File: config.mk
export PLATFORM = sky130hd
export DESIGN_NAME = vga_timing_gen
export DESIGN_NICKNAME = d
export VERILOG_FILES = /design/src/rtl/vga_timing_pkg.sv /design/src/rtl/vga_delay_line.sv /design/src/rtl/vga_timing_gen.sv
export SDC_FILE = /design/constraint.sdc
export NUM_CORES = 1
export LEC_CHECK = 0
export ABC_AREA = 1
export CORE_MARGIN = 8
export CORE_UTILIZATION = 54
export CTS_BUF_LIST = sky130_fd_sc_hd__clkbuf_16
export CTS_CLUSTER_DIAMETER = 30
export DETAILED_ROUTE_END_ITERATION = 12
export PLACE_DENSITY = 0.92
export REMOVE_ABC_BUFFERS = 1
export SYNTH_ARGS = -nofsm -noshare
export SYNTH_HDL_FRONTEND = slang
export SYNTH_SLANG_ARGS = --single-unit
File: constraint.sdc
create_clock -name CLK -period 5.4 [get_ports CLK]
set_input_delay 0.54 -clock CLK [delete_from_list [all_inputs] [get_ports CLK]]
set_output_delay 0.54 -clock CLK [all_outputs]
set_load 0.1 [all_outputs]
File: src/rtl/vga_timing_pkg.sv
// Shared constants and types for the 800x600@60 raster timing generator.
package vga_timing_pkg;

   localparam int DEF_H_ACTIVE = 800;
   localparam int DEF_H_FP     = 40;
   localparam int DEF_H_SYNC   = 128;
   localparam int DEF_H_BP     = 88;
   localparam int DEF_V_ACTIVE = 600;
   localparam int DEF_V_FP     = 1;
   localparam int DEF_V_SYNC   = 4;
   localparam int DEF_V_BP     = 23;
   localparam int DEF_PIX_LAT  = 2;

   localparam int H_TOTAL = DEF_H_ACTIVE + DEF_H_FP + DEF_H_SYNC + DEF_H_BP;
   localparam int V_TOTAL = DEF_V_ACTIVE + DEF_V_FP + DEF_V_SYNC + DEF_V_BP;

   localparam int HW = 11;
   localparam int VW = 10;

   // Delay-line entry layout: {vis, hs, vs}
   localparam int DL_W = 3;

   typedef enum logic [1:0] {
      ST_IDLE  = 2'd0,
      ST_RUN   = 2'd1,
      ST_DRAIN = 2'd2
   } vga_state_e;

endpackage

File: src/rtl/vga_delay_line.sv
// Registered shift register with synchronous reset to a fixed value.
module vga_delay_line #(
   parameter int             WIDTH     = 3,
   parameter int             DEPTH     = 2,
   parameter logic [WIDTH-1:0] RESET_VAL = '0
) (
   input  logic             clk,
   input  logic             rst,
   input  logic [WIDTH-1:0] din,
   output logic [WIDTH-1:0] dout
);

   logic [WIDTH-1:0] stage_q [DEPTH];
   logic [WIDTH-1:0] stage_d [DEPTH];

   always_comb begin
      stage_d[0] = din;
      for (int i = 1; i < DEPTH; i++) begin
         stage_d[i] = stage_q[i-1];
      end
   end

   always_ff @(posedge clk) begin
      if (rst) begin
         for (int i = 0; i < DEPTH; i++) begin
            stage_q[i] <= RESET_VAL;
         end
      end else begin
         for (int i = 0; i < DEPTH; i++) begin
            stage_q[i] <= stage_d[i];
         end
      end
   end

   assign dout = stage_q[DEPTH-1];

endmodule

File: src/rtl/vga_timing_gen.sv
// VGA raster timing: frame FSM, h/v counters, pixel requests, and sync/blank
// aligned to the pixel-source latency before the DAC output register.
module vga_timing_gen
   import vga_timing_pkg::*;
#(
   parameter int   H_ACTIVE = DEF_H_ACTIVE,
   parameter int   H_FP     = DEF_H_FP,
   parameter int   H_SYNC   = DEF_H_SYNC,
   parameter int   H_BP     = DEF_H_BP,
   parameter int   V_ACTIVE = DEF_V_ACTIVE,
   parameter int   V_FP     = DEF_V_FP,
   parameter int   V_SYNC   = DEF_V_SYNC,
   parameter int   V_BP     = DEF_V_BP,
   parameter logic HS_POL   = 1'b1,
   parameter logic VS_POL   = 1'b1,
   parameter int   PIX_LAT  = DEF_PIX_LAT
) (
   input  logic          CLK,
   input  logic          RST,
   input  logic          EN,
   output logic          REQ_VALID,
   output logic [10:0]   REQ_X,
   output logic [9:0]    REQ_Y,
   input  logic [7:0]    PIX_R,
   input  logic [7:0]    PIX_G,
   input  logic [7:0]    PIX_B,
   output logic          FRAME_START,
   output logic          RUNNING,
   output logic [7:0]    VGA_R,
   output logic [7:0]    VGA_G,
   output logic [7:0]    VGA_B,
   output logic          VGA_HS,
   output logic          VGA_VS,
   output logic          VGA_BLANK_n,
   output logic          VGA_SYNC_n
);

   localparam int H_TOT = H_ACTIVE + H_FP + H_SYNC + H_BP;
   localparam int V_TOT = V_ACTIVE + V_FP + V_SYNC + V_BP;

   localparam logic [HW-1:0] H_LAST   = HW'(H_TOT - 1);
   localparam logic [VW-1:0] V_LAST   = VW'(V_TOT - 1);
   localparam logic [HW-1:0] H_VISEND = HW'(H_ACTIVE);
   localparam logic [HW-1:0] HS_BEG   = HW'(H_ACTIVE + H_FP);
   localparam logic [HW-1:0] HS_END   = HW'(H_ACTIVE + H_FP + H_SYNC);
   localparam logic [VW-1:0] V_VISEND = VW'(V_ACTIVE);
   localparam logic [VW-1:0] VS_BEG   = VW'(V_ACTIVE + V_FP);
   localparam logic [VW-1:0] VS_END   = VW'(V_ACTIVE + V_FP + V_SYNC);

   vga_state_e    state_q, state_d;
   logic [HW-1:0] h_q, h_d;
   logic [VW-1:0] v_q, v_d;
   logic          req_valid_q, req_valid_d;
   logic [HW-1:0] req_x_q, req_x_d;
   logic [VW-1:0] req_y_q, req_y_d;
   logic          frame_start_q, frame_start_d;
   logic          running_q, running_d;
   logic [7:0]    vga_r_q, vga_r_d, vga_g_q, vga_g_d, vga_b_q, vga_b_d;
   logic          vga_hs_q, vga_hs_d, vga_vs_q, vga_vs_d;
   logic          blank_n_q, blank_n_d;

   logic            at_end, issue, vis, hs, vs;
   logic [DL_W-1:0] dl_out;

   // Counters describe the position issued on REQ_* after the same edge.
   always_comb begin
      state_d = state_q;
      h_d     = h_q;
      v_d     = v_q;
      at_end  = (h_q == H_LAST) && (v_q == V_LAST);
      case (state_q)
         ST_IDLE: begin
            h_d = '0;
            v_d = '0;
            if (EN) state_d = ST_RUN;
            else    state_d = ST_IDLE;
         end
         ST_RUN, ST_DRAIN: begin
            if (at_end) begin
               h_d = '0;
               v_d = '0;
               state_d = EN ? ST_RUN : ST_IDLE;
            end else begin
               if (h_q == H_LAST) begin
                  h_d = '0;
                  v_d = v_q + VW'(1);
               end else begin
                  h_d = h_q + HW'(1);
                  v_d = v_q;
               end
               state_d = EN ? ST_RUN : ST_DRAIN;
            end
         end
         default: begin
            state_d = ST_IDLE;
            h_d     = '0;
            v_d     = '0;
         end
      endcase

      issue = (state_d != ST_IDLE);
      vis   = issue && (h_d < H_VISEND) && (v_d < V_VISEND);
      hs    = issue && (h_d >= HS_BEG) && (h_d < HS_END);
      vs    = issue && (v_d >= VS_BEG) && (v_d < VS_END);

      req_valid_d   = vis;
      req_x_d       = vis ? h_d : req_x_q;
      req_y_d       = vis ? v_d : req_y_q;
      frame_start_d = issue && (h_d == '0) && (v_d == '0);
      running_d     = issue;

      // dl_out is the decode from PIX_LAT edges ago, matching today's PIX_*.
      vga_r_d   = dl_out[2] ? PIX_R : 8'h00;
      vga_g_d   = dl_out[2] ? PIX_G : 8'h00;
      vga_b_d   = dl_out[2] ? PIX_B : 8'h00;
      blank_n_d = dl_out[2];
      vga_hs_d  = dl_out[1] ? HS_POL : ~HS_POL;
      vga_vs_d  = dl_out[0] ? VS_POL : ~VS_POL;
   end

   vga_delay_line #(
      .WIDTH     (DL_W),
      .DEPTH     (PIX_LAT),
      .RESET_VAL (3'b000)
   ) u_align (
      .clk  (CLK),
      .rst  (RST),
      .din  ({vis, hs, vs}),
      .dout (dl_out)
   );

   always_ff @(posedge CLK) begin
      if (RST) begin
         state_q       <= ST_IDLE;
         h_q           <= '0;
         v_q           <= '0;
         req_valid_q   <= 1'b0;
         req_x_q       <= '0;
         req_y_q       <= '0;
         frame_start_q <= 1'b0;
         running_q     <= 1'b0;
         vga_r_q       <= 8'h00;
         vga_g_q       <= 8'h00;
         vga_b_q       <= 8'h00;
         blank_n_q     <= 1'b0;
         vga_hs_q      <= ~HS_POL;
         vga_vs_q      <= ~VS_POL;
      end else begin
         state_q       <= state_d;
         h_q           <= h_d;
         v_q           <= v_d;
         req_valid_q   <= req_valid_d;
         req_x_q       <= req_x_d;
         req_y_q       <= req_y_d;
         frame_start_q <= frame_start_d;
         running_q     <= running_d;
         vga_r_q       <= vga_r_d;
         vga_g_q       <= vga_g_d;
         vga_b_q       <= vga_b_d;
         blank_n_q     <= blank_n_d;
         vga_hs_q      <= vga_hs_d;
         vga_vs_q      <= vga_vs_d;
      end
   end

   assign REQ_VALID   = req_valid_q;
   assign REQ_X       = req_x_q;
   assign REQ_Y       = req_y_q;
   assign FRAME_START = frame_start_q;
   assign RUNNING     = running_q;
   assign VGA_R       = vga_r_q;
   assign VGA_G       = vga_g_q;
   assign VGA_B       = vga_b_q;
   assign VGA_HS      = vga_hs_q;
   assign VGA_VS      = vga_vs_q;
   assign VGA_BLANK_n = blank_n_q;
   assign VGA_SYNC_n  = 1'b0;

endmodule
==> impl_metrics.ini, run 1 <==
[clocking]
worstSkewPairLatency_ns = 0.34
htreeDepth = 3
clock_tree.buffer_depth = 2
cts_resized = 0
clock-sinks = 79
postCtsHoldBufs = 0
post_cts_buffers = 0
ctsRootBufferMaster = clkbuf_16
clkTransAtPathRegs_ns = 0.06
cts_buffers = 9
cts_tree = yes

[floorplanning]
initial_core_util = 0.5561
fp.coreArea_mm2 = 0.006314
ios = 79
die-height_um = 96.63
die_x_um = 96.63
die_area_mm2 = 0.009337
num_rows = 29

[worst_setup_path]
path_max_fanout = 21
critPathRequiredTime_ns = 5.63
cp.arrival_ns = 3.13
crit_type = reg -> reg
crit_path_end_kind = register
r2r_end = REQ_Y[1]
setup.worst_path.start = state_q[1]
reg2reg_depth = 11
endpoint = REQ_Y[1]
r2r_slack_ns = 2.50
setup.worst_path.start_class = register
rr_startpoint = state_q[1]

[layout]
syn_to_final_growth_pct = 31.68
fillers = 421
post-route-cell-area_mm2 = 0.004623
diodes = 0
drive_gt1_frac = 0.06973
nets = 614
seq_area_mm2 = 0.001582
multi_input_area_mm2 = 0.001510

[yosys]
synthTopCellsByArea = dfxtp_1 45%, nand2_1 13%, nor2_1 12%, inv_1 8.4%, nand3_1 4.3%
syn_area_mm2 = 0.003511
synth-simple-area-share = 0.3674
yosysMostFrequentCell = nand2_1
yosys-mux-area-fraction = 0
yosysSeqAreaShare = 0.4505
synth_cells = 510
ys_ff_latch = 79
synthFlopType = dfxtp_1
synthTopCellsByCount = 120 x nand2_1, 116 x nor2_1, 79 x dfxtp_1, 79 x inv_1, 30 x nand3_1
synth_warnings = 0
synth-xor-area-share = 0.009979
syn_avg_cell_area_um2 = 6.884
synth_top_family_by_area = simple AND/OR/NAND/NOR gates
async_reset_ff_frac = 0
yosysTopAreaCell = dfxtp_1
synth_fa_ha_area_frac = 0.01426
synth_compound_area_frac = 0.03742
yosysTopAreaCellShare = 0.4505
yosysUniqueCellTypes = 31
synth_edf_count = 0

[power_and_ir_drop]
power.total_uw = 1594
power_switching_uw = 469.9
power_leakage_uw = 0.002119
vdd_ir_drop_max_mv = 0.3480
power.share.switching = 0.2947
seq_power_share = 0.387
p_per_area_mw_per_mm2 = 344.9
power_frac_clock = 0.431
internal_power_uw = 1125
combPwrFrac = 0.182

[global_route]
antenna_found_initial = 0
grt_pass1_vias = 3459
overflow = 0
grt_pass1_wl_um = 16030
grt_max_degree = 33
gr-usage-all-layers = 0.2076

[timing]
timing.final.crit_share = 0.5373
timing.hold.ws_ns = 0.4018
hold_viol = 0
fmax_mhz = 344.7
tns_ns = 0
setup_viol = 0
timing.final.ws_setup_ns = 2.499
post-route-min-period_ns = 2.901
max_slew_margin = 0.3152
skew_ns = 0.005573
tightest_slew_ns = 1.024
rsz0062_at_grt = false
drv_slew = 0

[job]
cap_violations = 0

[placement]
hpwl_um = 6838
dpl_worst_slack_ns = 2.602
gp_congestion = 0.8940
dpl_cell_area_mm2 = 0.004285
port_buffers = 77

[drt]
drt_wl_total_um = 9851
drtIter0Drc = 347
drc = 0
avgViaCountPerCell = 5.194
vias = 3454
antenna_left = 0
wl_per_cell_um = 14.81
drt_pass1_iterations = 7

[hold_path]
worstHoldPathType = reg -> reg

[outcome]
status = completed
[layer usage]
layer	up-vias	wire [µm]	global-route usage
li1	1675	-	-
met4	0	367	0.1112
met1	1563	3482	0.1910
met2	179	4861	0.3755
met3	37	1139	0.09104
met5	-	0	0
[sequential cells by signal, summed over array words and instances, names as in the netlist, 2 cells and up]
| name | count |
|---|---|
| v_q | 10 |
| h_q | 11 |
| VGA_B | 8 |
| state_q | 2 |
| u_align.stage_q | 6 |
| VGA_G | 8 |
| REQ_X | 11 |
| REQ_Y | 10 |
| VGA_R | 8 |
[cells by family (layout without fill, tap and decap cells)]
| logic type | after synthesis | after routing |
|---|---|---|
| adder cells (fa/ha/maj) | 4 | 4 |
| buffers and inverters | 101 | 179 |
| XOR/XNOR | 4 | 4 |
| flip-flops | 79 | 79 |
| other | 1 | 1 |
| AO/OA/AOI/OAI | 22 | 22 |
| AND/OR/NAND/NOR | 299 | 299 |
[power by group through the flow]
stage	Clock (µW)	Sequential, µW	Combinational, µW
2_1_floorplan	0	768	65.7
3_3_place_gp	0	627	280
3_5_place_dp	0	628	285
4_1_cts	693	617	290
5_1_grt	714	618	305
6_report	688	617	290
[layout make-up]
| class | count | area share |
|---|---|---|
| Clock buffer | 9 | 0.04871 |
| Clock inverter | 7 | 0.02436 |
| Inverter | 85 | 0.06901 |
| Multi-Input combinational cell | 330 | 0.3267 |
| Sequential cell | 79 | 0.3421 |
| Tap cell | 77 | 0.02084 |
| Timing Repair Buffer | 78 | 0.1683 |
[worst min-delay path by stage]
stage	start	to	depth (start not counted)
2_1_floorplan	u_align.stage_q[0][4]	VGA_HS	2
6_report	u_align.stage_q[0][1]	u_align.stage_q[0][4]	2
5_1_grt	u_align.stage_q[0][4]	VGA_HS	2
3_3_place_gp	u_align.stage_q[0][4]	VGA_HS	2
4_1_cts	u_align.stage_q[0][1]	u_align.stage_q[0][4]	2
3_5_place_dp	u_align.stage_q[0][1]	u_align.stage_q[0][4]	2
[cells in the final DEF (no fill, tap or decap), drive strengths merged]
master         synthesis  routed
o21ai                  3       3
clkdlybuf4s50          0      77
nand2                123     123
clkinvlp               0       2
nand3b                 1       1
buf                    9       1
bufinv                 0       3
a31oi                  1       1
dfxtp                 79      79
o21bai                 2       2
clkinv                 1       2
nand3                 36      36
conb                   1       1
xor2                   4       4
ha                     4       4
clkbuf                 7       9
inv                   84      85
nor4                   2       2
nor3                   3       3
nand4                  8       8
a21oi                 16      16
nor2                 125     125
or2                    1       1
[worst max-delay path: stages, from the launching register on]
cell	delay, ns
dfxtp_1	0.34
inv_1	0.05
ha_1	0.48
inv_1	0.21
nor2_4	0.25
nand2_1	0.17
nor2_1	0.20
nand3_2	0.37
nand3_2	0.47
nand2_1	0.11
nand2_1	0.08
nor2_1	0.05
[through the flow]
| step | utilization | std cells |
|---|---|---|
| 6_report | 0.7323 | 665 |
| 5_1_grt | 0.7323 | 665 |
| 4_1_cts | 0.7323 | 665 |
| 3_5_place_dp | 0.6788 | 649 |
| 3_3_place_gp | 0.6788 | 649 |
| 2_1_floorplan | - | 494 |
No activity file was read; power rests on OpenSTA's default activity.
==> inputs of run 2 (changes only) <==
--- a/config.mk
+++ b/config.mk
@@ -7,11 +7,11 @@
 export LEC_CHECK = 0
 export ABC_AREA = 1
 export CORE_MARGIN = 8
-export CORE_UTILIZATION = 54
+export CORE_UTILIZATION = 45
 export CTS_BUF_LIST = sky130_fd_sc_hd__clkbuf_16
 export CTS_CLUSTER_DIAMETER = 30
 export DETAILED_ROUTE_END_ITERATION = 12
-export PLACE_DENSITY = 0.92
+export PLACE_DENSITY = 0.83
 export REMOVE_ABC_BUFFERS = 1
 export SYNTH_ARGS = -nofsm -noshare
 export SYNTH_HDL_FRONTEND = slang
==> constraint.sdc (replaced) <==
create_clock -name CLK -period 2.3 [get_ports CLK]
set_input_delay 0.23 -clock CLK [delete_from_list [all_inputs] [get_ports CLK]]
set_output_delay 0.23 -clock CLK [all_outputs]
set_load 0.1 [all_outputs]
==> run 2 against run 1 <==
  * Sequential share of layout area fell by 1.7 points
  * Register-to-register slack lost 2.4 ns
  * Clock power up 140%
  * Worst setup slack worse by 2.4 ns
  * Clock skew grew 0.0029 ns
  * Wire length up 2.5%
  * Largest power group unchanged
  * Core utilization fell by 9.4 points
==> impl_metrics.ini, run 2 (synthesis gave the netlist of run 1 again) <==
[global_route]
overflow = 0
gr-usage-all-layers = 0.1753
grt_pass1_vias = 3480
grt_pass1_wl_um = 15790
grt_max_degree = 32
antenna_found_initial = 0

[floorplanning]
num_rows = 32
initial_core_util = 0.4591
fp.coreArea_mm2 = 0.007647
die-height_um = 104.3
die_area_mm2 = 0.01088
ios = 79
die_x_um = 104.3

[drt]
vias = 3594
avgViaCountPerCell = 5.041
wl_per_cell_um = 14.16
drc = 0
drtIter0Drc = 267
antenna_left = 0
drt_wl_total_um = 10100
drt_pass1_iterations = 5

[worst_setup_path]
setup.worst_path.start_class = register
critPathRequiredTime_ns = 2.52
r2r_slack_ns = 0.08
cp.arrival_ns = 2.44
path_max_fanout = 6
crit_type = reg -> reg
crit_path_end_kind = register

[clocking]
clock_tree.buffer_depth = 2
clock-sinks = 79
cts_tree = yes
clkTransAtPathRegs_ns = 0.06
worstSkewPairLatency_ns = 0.34
ctsRootBufferMaster = clkbuf_16
cts_buffers = 9
htreeDepth = 3

[timing]
setup_viol = 0
hold_viol = 0
timing.final.ws_setup_ns = 0.07987
fmax_mhz = 450.4
skew_ns = 0.008461
drv_slew = 0
post-route-min-period_ns = 2.220
timing.hold.ws_ns = 0.4006
timing.final.crit_share = 0.9653

[layout]
most-common-layout-cells = 113 x nand2_1, 112 x nor2_1, 79 x inv_1, 77 x dfxtp_1, 67 x buf_4
drive_gt1_frac = 0.2275
multi_input_area_mm2 = 0.001692
fillers = 579
final_common_cell = nand2_1
syn_to_final_growth_pct = 38.95
final_cells = 713
seq_area_mm2 = 0.001584
nets = 637
diodes = 0

[power_and_ir_drop]
power_leakage_uw = 0.002346
internal_power_uw = 2667
combPwrFrac = 0.191
power.share.switching = 0.2993
power_switching_uw = 1139
seq_power_share = 0.380
vdd_ir_drop_max_mv = 0.6431
power_frac_clock = 0.429
p_per_area_mw_per_mm2 = 780.2

[outcome]
status = completed

[placement]
port_buffers = 77
gp_congestion = 0.9114
placedCellCount = 685
hpwl_um = 6817
dpl_worst_slack_ns = 0.008380

[job]
cap_violations = 0

[hold_path]
worstHoldPathType = reg -> reg
run 2: area by class of cell:
| type | instances | share of cell area |
|---|---|---|
| multi-input cells | 334 | 0.3468 |
| flip-flops and latches | 79 | 0.3247 |
| repair buffers | 97 | 0.1665 |
| inverters | 85 | 0.06540 |
| clock buffers | 9 | 0.04617 |
| well taps | 102 | 0.02616 |
| clock inverters | 7 | 0.02437 |
run 2: power by group through the flow:
stage               Sequential, µW  Combinational, µW  Clock (µW)
detailed placement            1470                676           0
global placement              1470                664           0
floorplan                     1800                154           0
CTS                           1440                687        1640
global route                  1450                766        1710
finish                        1450                725        1630
run 2: stage by stage:
stage	total power (µW)	setup TNS, ns	util	cell area [µm²]
2_1_floorplan	1958	-0.4518	-	3411
3_3_place_gp	2136	0	0.5586	4272
3_5_place_dp	2149	0	0.5586	4272
4_1_cts	3775	-0.07357	0.6044	4622
5_1_grt	3927	-0.2530	0.6379	4878
6_report	3806	0	0.6379	4878
run 2: timing repair:
action | CTS | global route
pin swaps | 1 | 9
buffers inserted | 0 | 8
setup endpoints to repair | 8 | 23
cloned | 1 | 3
hold buffers | 0 | 0
resized for setup | 0 | 40
run 2: worst paths after layout:
| path | end | cells after the start | startpoint |
|---|---|---|---|
| worst max-delay path | REQ_Y[4] | 15 | h_q[1] |
| worst min-delay path | VGA_HS | 2 | u_align.stage_q[0][4] |
| worst max register to register | REQ_Y[4] | 15 | h_q[1] |
| worst min register to register | VGA_HS | 2 | u_align.stage_q[0][4] |
run 2: layer usage:
metal	wire, µm	GRT usage	share of wire
met2	4822	0.2914	0.48
met4	433	0.09204	0.043
met3	948	0.07373	0.094
met5	0	0	0
met1	3891	0.1848	0.39
run 2: worst max-delay path, stage by stage, from the launching register on:
cell     delay (ns)
dfxtp_2        0.35
ha_4           0.15
nand2_2        0.07
nor2_4         0.23
nand3_4        0.15
buf_4          0.16
nand2_1        0.08
nand2_1        0.08
nand2_2        0.09
nand2_1        0.09
nand2_2        0.09
nand2_4        0.09
nor2_4         0.23
nand3_2        0.11
nand2_1        0.08
nor2_1         0.05
==> inputs of run 3 (changes only) <==
--- a/config.mk
+++ b/config.mk
@@ -9,9 +9,9 @@
 export CORE_MARGIN = 8
 export CORE_UTILIZATION = 45
 export CTS_BUF_LIST = sky130_fd_sc_hd__clkbuf_16
-export CTS_CLUSTER_DIAMETER = 30
 export DETAILED_ROUTE_END_ITERATION = 12
 export PLACE_DENSITY = 0.83
+export RECOVER_POWER = 50
 export REMOVE_ABC_BUFFERS = 1
 export SYNTH_ARGS = -nofsm -noshare
 export SYNTH_HDL_FRONTEND = slang
==> run 3 against run 2 <==
  * Flip-flop and latch count unchanged
  * Critical endpoint is now REQ_Y[3]
  * Die area unchanged
  * Sequential share of layout area up 0.87 points
==> impl_metrics.ini, run 3 (synthesis gave the netlist of run 1 again) <==
[outcome]
status = completed

[timing]
hold_viol = 0
drv_slew = 0
timing.final.crit_share = 0.9613
tightest_slew_ns = 1.414
setup_viol = 0
tns_ns = 0
post-route-min-period_ns = 2.211
max_slew_margin = 0.05702
fmax_mhz = 452.3
skew_ns = 0.008089

[placement]
gp_congestion = 0.9114
port_buffers = 77
dpl_cell_area_mm2 = 0.004272
hpwl_um = 6817

[clocking]
worstSkewPairLatency_ns = 0.34
htreeDepth = 3
ctsRootBufferMaster = clkbuf_16
cts_buffers = 9
clkTransAtPathRegs_ns = 0.06
clock-sinks = 79
clock_tree.buffer_depth = 2
cts_tree = yes

[worst_setup_path]
path_max_fanout = 20
cp.arrival_ns = 2.43
crit_path_end_kind = register
setup.worst_path.start_class = register
r2r_slack_ns = 0.09
critPathRequiredTime_ns = 2.52
crit_type = reg -> reg

[floorplanning]
fp.coreArea_mm2 = 0.007647
initial_core_util = 0.4591
die_area_mm2 = 0.01088
die_x_um = 104.3
num_rows = 32
die-height_um = 104.3
ios = 79

[drt]
avgViaCountPerCell = 5.004
wl_per_cell_um = 14.14
drtIter0Drc = 302
antenna_left = 0
vias = 3568
drt_wl_total_um = 10080
drt_pass1_iterations = 5
drc = 0

[power_and_ir_drop]
seq_power_share = 0.382
combPwrFrac = 0.187
vdd_ir_drop_max_mv = 0.6475
power_leakage_uw = 0.002204
power_frac_clock = 0.432
power_switching_uw = 1139
internal_power_uw = 2651
power.share.switching = 0.3006
p_per_area_mw_per_mm2 = 797.8

[global_route]
gr-usage-all-layers = 0.1753
antenna_found_initial = 0
grt_max_degree = 32
grt_pass1_vias = 3480
overflow = 0
grt_pass1_wl_um = 15790

[layout]
fillers = 625
diodes = 0
final_common_cell = nand2_1
nets = 637
most-common-layout-cells = 113 x nand2_1, 112 x nor2_1, 79 x inv_1, 77 x dfxtp_1, 34 x clkbuf_1
post-route-cell-area_mm2 = 0.004751
drive_gt1_frac = 0.1718
syn_to_final_growth_pct = 35.32

[hold_path]
worstHoldPathType = reg -> reg

[job]
cap_violations = 0
[run 3: cell types whose count changed in the layout (fill, tap and decap cells not counted)]
| cell | before | now |
|---|---|---|
| dlygate4sd3_1 | 0 | 1 |
| clkdlybuf4s50_1 | 26 | 25 |
| buf_4 | 67 | 33 |
| clkbuf_1 | 0 | 34 |
[run 3: area by class of cell]
cell class / instances / area [µm²] / share of cell area
multi-input combinational: 334 / 1692 / 0.3561
timing repair buffer: 97 / 684.4 / 0.1441
tap: 102 / 127.6 / 0.02686
clock buffer: 9 / 225.2 / 0.04741
sequential: 79 / 1584 / 0.3334
inverter: 85 / 319.1 / 0.06716
clock inverter: 7 / 118.9 / 0.02502
[run 3: path summary, 6_finish.rpt]
| kind | from | to | cells after the start |
|---|---|---|---|
| worst min register to register | u_align.stage_q[0][4] | VGA_HS | 2 |
| worst min-delay path | u_align.stage_q[0][4] | VGA_HS | 2 |
| worst max register to register | h_q[1] | REQ_Y[3] | 12 |
| worst max-delay path | h_q[1] | REQ_Y[3] | 12 |
[run 3: what timing repair did]
item / 4_1_cts / 5_1_grt
hold buffers: 0 / 0
cloned: 1 / 3
setup buffers: 0 / 8
resized for setup: 0 / 40
endpoints found under the setup margin: 8 / 23
pin swaps: 1 / 9
[run 3: critical path, stage by stage, from the launching register on]
cell,delay (ns)
dfxtp_2,0.35
ha_4,0.15
nand2_2,0.07
nor2_4,0.22
nand3_4,0.15
buf_4,0.18
o21bai_4,0.16
nand3_4,0.12
nor2_4,0.14
nand3_4,0.11
buf_8,0.18
a21oi_1,0.19
nor2_1,0.08
[run 3: metal layers]
layer / global-route usage / routed length, µm / part of all wire
met3: 0.07373 / 985 / 0.098
met4: 0.09204 / 429 / 0.043
met5: 0 / 0 / 0
met2: 0.2914 / 4826 / 0.48
met1: 0.1848 / 3839 / 0.38
[run 3: power by group through the flow]
stage / registers, µW / logic, µW / clock network [µW]
2_1_floorplan: 1800 / 154 / 0
3_3_place_gp: 1470 / 664 / 0
3_5_place_dp: 1470 / 676 / 0
4_1_cts: 1440 / 687 / 1640
5_1_grt: 1450 / 749 / 1710
6_report: 1450 / 709 / 1640
[run 3: stage by stage]
| step | total power, µW | cells | hold slack, ns | setup WS (ns) | util |
|---|---|---|---|---|---|
| 2_1_floorplan | 1958 | 494 | 0.3012 | -0.04594 | - |
| 3_3_place_gp | 2136 | 685 | 0.3929 | 0.1212 | 0.5586 |
| 3_5_place_dp | 2149 | 685 | 0.3960 | 0.008380 | 0.5586 |
| 4_1_cts | 3775 | 702 | 0.4046 | -0.01775 | 0.6044 |
| 5_1_grt | 3911 | 713 | 0.4198 | -0.05093 | 0.6212 |
| 6_report | 3790 | 713 | 0.4006 | 0.08893 | 0.6212 |
